**config.mk**
```make
export PLATFORM = sky130hd
export DESIGN_NAME = menu_level_ctrl
export DESIGN_NICKNAME = d
export VERILOG_FILES = /design/src/rtl/menu_level_ctrl.sv
export SDC_FILE = /design/constraint.sdc
export NUM_CORES = 1
export LEC_CHECK = 0
export BUFFER_PORTS_ARGS = -buffer_cell sky130_fd_sc_hd__buf_2
export CORE_MARGIN = 4
export CORE_UTILIZATION = 50
export CTS_CLUSTER_SIZE = 16
export DETAILED_ROUTE_END_ITERATION = 6
export GPL_ROUTABILITY_DRIVEN = 0
export GPL_TIMING_DRIVEN = 0
export PLACE_DENSITY = 0.74
export SLEW_MARGIN = 20
export SYNTH_ARGS = -nofsm -noshare
export SYNTH_HDL_FRONTEND = slang
export SYNTH_SLANG_ARGS = --single-unit
export TNS_END_PERCENT = 100
```
**constraint.sdc**
```tcl
create_clock -name clk -period 2.8 [get_ports clk]
set_input_delay 0.14 -clock clk [delete_from_list [all_inputs] [get_ports clk]]
set_output_delay 0.14 -clock clk [all_outputs]
set_load 0.005 [all_outputs]
```
**src/rtl/menu_level_ctrl.sv**
```systemverilog
// menu_level_ctrl: level-select menu turning mouse hover/clicks into hover flags and a launch pulse.
// Optional keyboard digit selection is compiled in when MENU_KEY_SELECT_EN is defined.
module menu_level_ctrl #(
    parameter logic [9:0]  BOX_X0  = 10'd160,
    parameter logic [9:0]  BOX_X1  = 10'd480,
    parameter logic [9:0]  BOX_Y1  = 10'd80,
    parameter logic [9:0]  BOX_Y2  = 10'd200,
    parameter logic [9:0]  BOX_Y3  = 10'd320,
    parameter logic [9:0]  BOX_H   = 10'd60,
    parameter logic [15:0] HOLDOFF = 16'd50000
) (
    input  logic       clk,
    input  logic       rst,
    input  logic       menu_en,
    input  logic [9:0] mouse_x,
    input  logic [9:0] mouse_y,
    input  logic       mouse_left,
    input  logic [2:0] unlocked,
    input  logic       key_valid,
    input  logic [1:0] key_level,
    output logic       mouseInLevel1,
    output logic       mouseInLevel2,
    output logic       mouseInLevel3,
    output logic       start_level,
    output logic [1:0] level_sel
);

    typedef enum logic [2:0] {
        OFF, HOLD, IDLE, ARMED, WAIT_REL, LAUNCH, DONE
    } state_t;

    state_t      state, next_state;
    logic [15:0] cnt, next_cnt;
    logic [1:0]  arm, next_arm;
    logic        btn_q;
    logic        press, rel, in_x, hover_active;
    logic [2:0]  hit;
    logic [1:0]  hit_level;
    logic        hit_arm, unl_arm;
    logic        key_ok;
    logic [1:0]  key_arm;

    assign press = mouse_left & ~btn_q;
    assign rel   = ~mouse_left & btn_q;
    assign in_x  = (mouse_x >= BOX_X0) && (mouse_x < BOX_X1);

    // A locked level never counts as hit, so it can neither hover nor arm.
    assign hit[0] = in_x && (mouse_y >= BOX_Y1) && (mouse_y < BOX_Y1 + BOX_H) && unlocked[0];
    assign hit[1] = in_x && (mouse_y >= BOX_Y2) && (mouse_y < BOX_Y2 + BOX_H) && unlocked[1];
    assign hit[2] = in_x && (mouse_y >= BOX_Y3) && (mouse_y < BOX_Y3 + BOX_H) && unlocked[2];

    assign hit_level = hit[0] ? 2'd1 : (hit[1] ? 2'd2 : 2'd3);

    always_comb begin
        hit_arm = 1'b0;
        unl_arm = 1'b0;
        case (arm)
            2'd1: begin hit_arm = hit[0]; unl_arm = unlocked[0]; end
            2'd2: begin hit_arm = hit[1]; unl_arm = unlocked[1]; end
            2'd3: begin hit_arm = hit[2]; unl_arm = unlocked[2]; end
            default: begin hit_arm = 1'b0; unl_arm = 1'b0; end
        endcase
    end

`ifdef MENU_KEY_SELECT_EN
    always_comb begin
        key_ok  = 1'b0;
        key_arm = key_level;
        case (key_level)
            2'd1:    key_ok = key_valid & unlocked[0];
            2'd2:    key_ok = key_valid & unlocked[1];
            2'd3:    key_ok = key_valid & unlocked[2];
            default: key_ok = 1'b0;
        endcase
    end
`else
    logic unused_key;
    assign unused_key = &{1'b0, key_valid, key_level};
    assign key_ok     = 1'b0;
    assign key_arm    = 2'd0;
`endif

    always_ff @(posedge clk) begin
        if (rst) begin
            state <= OFF;
            cnt   <= 16'd0;
            arm   <= 2'd0;
        end else begin
            state <= next_state;
            cnt   <= next_cnt;
            arm   <= next_arm;
        end
    end

    always_comb begin
        next_state = state;
        next_cnt   = cnt;
        next_arm   = arm;
        case (state)
            OFF: begin
                if (menu_en) begin
                    next_state = HOLD;
                    next_cnt   = HOLDOFF - 16'd1;
                end
            end
            HOLD: begin
                if (cnt == 16'd0)
                    next_state = mouse_left ? WAIT_REL : IDLE;
                else
                    next_cnt = cnt - 16'd1;
            end
            IDLE: begin
                if (key_ok) begin
                    next_state = LAUNCH;
                    next_arm   = key_arm;
                end else if (press) begin
                    if (|hit) begin
                        next_state = ARMED;
                        next_arm   = hit_level;
                    end else begin
                        next_state = WAIT_REL;
                    end
                end
            end
            ARMED: begin
                if (!unl_arm)
                    next_state = IDLE;
                else if (rel)
                    next_state = hit_arm ? LAUNCH : IDLE;
            end
            WAIT_REL: begin
                if (!mouse_left)
                    next_state = IDLE;
            end
            LAUNCH:  next_state = DONE;
            DONE:    next_state = DONE;
            default: next_state = OFF;
        endcase
        // Leaving the menu scene overrides everything, discarding any armed click.
        if (!menu_en)
            next_state = OFF;
    end

    assign hover_active = menu_en &&
                          ((state == HOLD) || (state == IDLE) ||
                           (state == ARMED) || (state == WAIT_REL));

    always_ff @(posedge clk) begin
        if (rst) begin
            btn_q         <= 1'b0;
            mouseInLevel1 <= 1'b0;
            mouseInLevel2 <= 1'b0;
            mouseInLevel3 <= 1'b0;
            start_level   <= 1'b0;
            level_sel     <= 2'd0;
        end else begin
            btn_q         <= mouse_left;
            mouseInLevel1 <= hover_active & hit[0];
            mouseInLevel2 <= hover_active & hit[1];
            mouseInLevel3 <= hover_active & hit[2];
            start_level   <= menu_en && (state == LAUNCH);
            if (menu_en && (state == LAUNCH))
                level_sel <= arm;
        end
    end

endmodule
```
==> out/summary.txt <==
final WL - 3540 um
most used cell, CP - nor4_1
critical path's slowest cell - or4_4
worst reg-to-reg path cell count - 6
drt wl/cell - 13.0 um
Hold Crit Start - mouse_left
power per cell area - 427 nW/um^2
Multi-input gate area - 996 sq um
fill count - 321
Yosys top cell by area - dfxtp_1
first-pass GRT wire length - 6400 um
Reg-to-Reg End - state[0]
number of remaining DRC errors - 0
n_diodes - 0
Fmax - 404 MHz
period utilisation layout - 88.4%
die footprint - 4220 sq um
antenna violations before repair - 0
post_cts resized - 0
layout cells sized above 1 - 16.7%
routed vias/inst - 5.64
Register Area - 561 sq um
CTS clk-pin slew, worst paths - 0.14 ns
post-synthesis sequential area ratio - 34.5%
Final Non-Filler Cells - 272
CTS Root Cell - clkbuf_4
Total Nets Final - 261
Global Route Usage Sum - 18.9%
critical path fanouts, max - 6
FP Rows - 20
1st-iter DRT viols - 70
Mapped Area - 1620 sq um
Synthesized Nets - 232
clock skew - 0.00197 ns
syn avg cell area - 8.08 sq um
router iterations before antenna repair - 4
synth cell count leaders - nor2_1 (29), dfxtp_1 (28), a21oi_1 (16), xnor2_1 (12), nand2_1 (11)
largest net degree at the start of global routing - 15
Die Y - 65.0 um
CTS tree - built
Netlist cell types - 52
Die W - 65.0 um
Ys Warns - 0
Starting Density - 52.8%
Routed Antenna Nets - 0
max-slew violations - 0
area growth from synthesis to layout - 12.2%
crit path DAT - 2.67 ns
Final min period - 2.47 ns
R2R setup slack - 0.33 ns
crit-path cells - or4_4, nor4_1, a31o_2, o21ai_0, nor4_1, a2111oi_0
CTS Buf Count - 3
CTS max path bufs - 2
top area cells in the synthesized netlist - dfxtp_1 (35%), nor2_1 (6.7%), xnor2_1 (6.5%), a21oi_1 (4.9%), nor3_1 (2.8%)
critical path endpoint category - flop
DR vias - 1535
cell depth of the worst hold path - 3
post-CTS setup buffers - 0
FF-to-FF Start - cnt[4]
Hold WC Path Type - input pin to flop
end of the worst hold path - btn_q
Req. time, crit path - 3.00 ns
status - complete, no violations
core box area - 3080 sq um
max-cap viol count - 0
clk_lat worst skew - 0.32 ns
Worst Setup Slack post-DPL - 0.386 ns
clock sinks - 28
placed cells - 269
vias in the first global route - 1498
register bit total from synthesis - 28
crit-path max cell delay - 0.57 ns
Leak - 0.000717 uW
# H-tree levels - 1
Syn Inst Count - 201
most frequent cell after synthesis - nor2_1
Startpoint Class - flop
post-synth top area share - 34.5%
RSZ-0062 raised after global routing - no
post-DP HPWL - 2790 um
kind of critical path - flop to flop
gr ovfl total - 0
Top Ports - 36
# hold bufs at CTS - 0
Final Hold Vio Count - 0
setup TNS - 0 ns
FFs w/ async S/R, synth - 0%
Slew headroom - 61.8%
fin worst setup slack - 0.326 ns
EDFF count, synth - 0
Final setup viols - 0
most common flop cell mapped by yosys - dfxtp_1
worst-case vdd ir drop - 0.000225 V
Worst Tran Pin Value - 0.567 ns
IO buf count - 24
[state kept, by name, summed over array words and instances, names as in the netlist]
signal         count
mouseInLevel1      1
start_level        1
state              3
level_sel          2
arm                2
btn_q              1
cnt               16
mouseInLevel2      1
mouseInLevel3      1
[metal layers]
layer,vias up,share of wire [%],global-route usage [%]
met5,-,0,0
met4,0,1.0,6.07
met3,8,4.5,3.64
met2,43,50,34.1
met1,689,45,22.2
li1,795,-,-
[cells in the final DEF, fill, tap and decap left out, drive strengths merged, types with 2 or more instances in the layout]
| cell | Yosys | layout |
|---|---|---|
| a21o | 5 | 5 |
| a31o | 2 | 2 |
| nand2b | 3 | 3 |
| o31ai | 3 | 3 |
| or2 | 2 | 2 |
| or4 | 4 | 4 |
| a2111oi | 2 | 2 |
| nor4b | 3 | 3 |
| or3 | 6 | 6 |
| a21oi | 16 | 16 |
| buf | 1 | 25 |
| a211oi | 2 | 2 |
| a211o | 2 | 2 |
| dfxtp | 28 | 28 |
| clkbuf | 6 | 9 |
| and3 | 5 | 5 |
| nand3b | 2 | 2 |
| nor2 | 29 | 29 |
| or3b | 2 | 2 |
| nor3 | 9 | 9 |
| nand3 | 3 | 3 |
| inv | 9 | 9 |
| nand2 | 11 | 11 |
| o21ai | 6 | 6 |
| nor4 | 5 | 5 |
| nor2b | 3 | 3 |
| xnor2 | 12 | 12 |
| mux2i | 2 | 2 |
[logic make-up after synthesis]
logic type               after synthesis  share of synthesized area [%]
AO/OA/AOI/OAI                         53                           23.9
XOR/XNOR                              12                           6.47
adder cells (fa/ha/maj)                1                          0.770
buffers and inverters                 16                           4.16
flip-flops                            28                           34.5
multiplexers                           3                           1.93
AND/OR/NAND/NOR                       88                           28.3
[stage by stage]
| stage | hold slack, ns | util, % | cell area [sq um] | total power (uW) |
|---|---|---|---|---|
| after floorplan | 0.275 | - | 1620 | 576 |
| after global placement | 0.434 | 58.5 | 1800 | 621 |
| after detailed placement | 0.445 | 58.5 | 1800 | 623 |
| after CTS | 0.0758 | 59.2 | 1820 | 789 |
| after global routing | 0.0962 | 59.2 | 1820 | 833 |
| final | 0.0974 | 59.2 | 1820 | 778 |
[critical path, delay by kind of cell, from the launching register on]
| family | cells | cell delay (ns) |
|---|---|---|
| compound gates | 3 | 0.63 |
| flops | 1 | 0.38 |
| simple gates | 3 | 1.33 |
[power by group]
part | internal (uW) | switching (uW)
sequential | 419 | 19.0
clock | 50.4 | 113
combinational | 77.6 | 99.4
total | 547 | 231
[area by class of cell]
class	instances	share of cell area [%]
repair buffers	24	6.59
multi-input cells	157	54.7
plain buffers	7	1.85
inverters	9	1.85
clock buffers	3	1.24
well taps	44	3.02
flip-flops and latches	28	30.8
[how the worst max path moves through the flow]
stage            from        to  slack [ns]  depth (start not counted)
4_1_cts        cnt[4]  state[0]        0.35                          6
3_5_place_dp   cnt[4]  state[0]        0.39                          6
6_report       cnt[4]  state[0]        0.33                          6
2_1_floorplan  cnt[4]   cnt[12]        0.64                          7
3_3_place_gp   cnt[4]  state[0]        0.35                          6
5_1_grt        cnt[4]  state[0]        0.11                          6
Note: power is estimated with default switching activity, not from simulation.
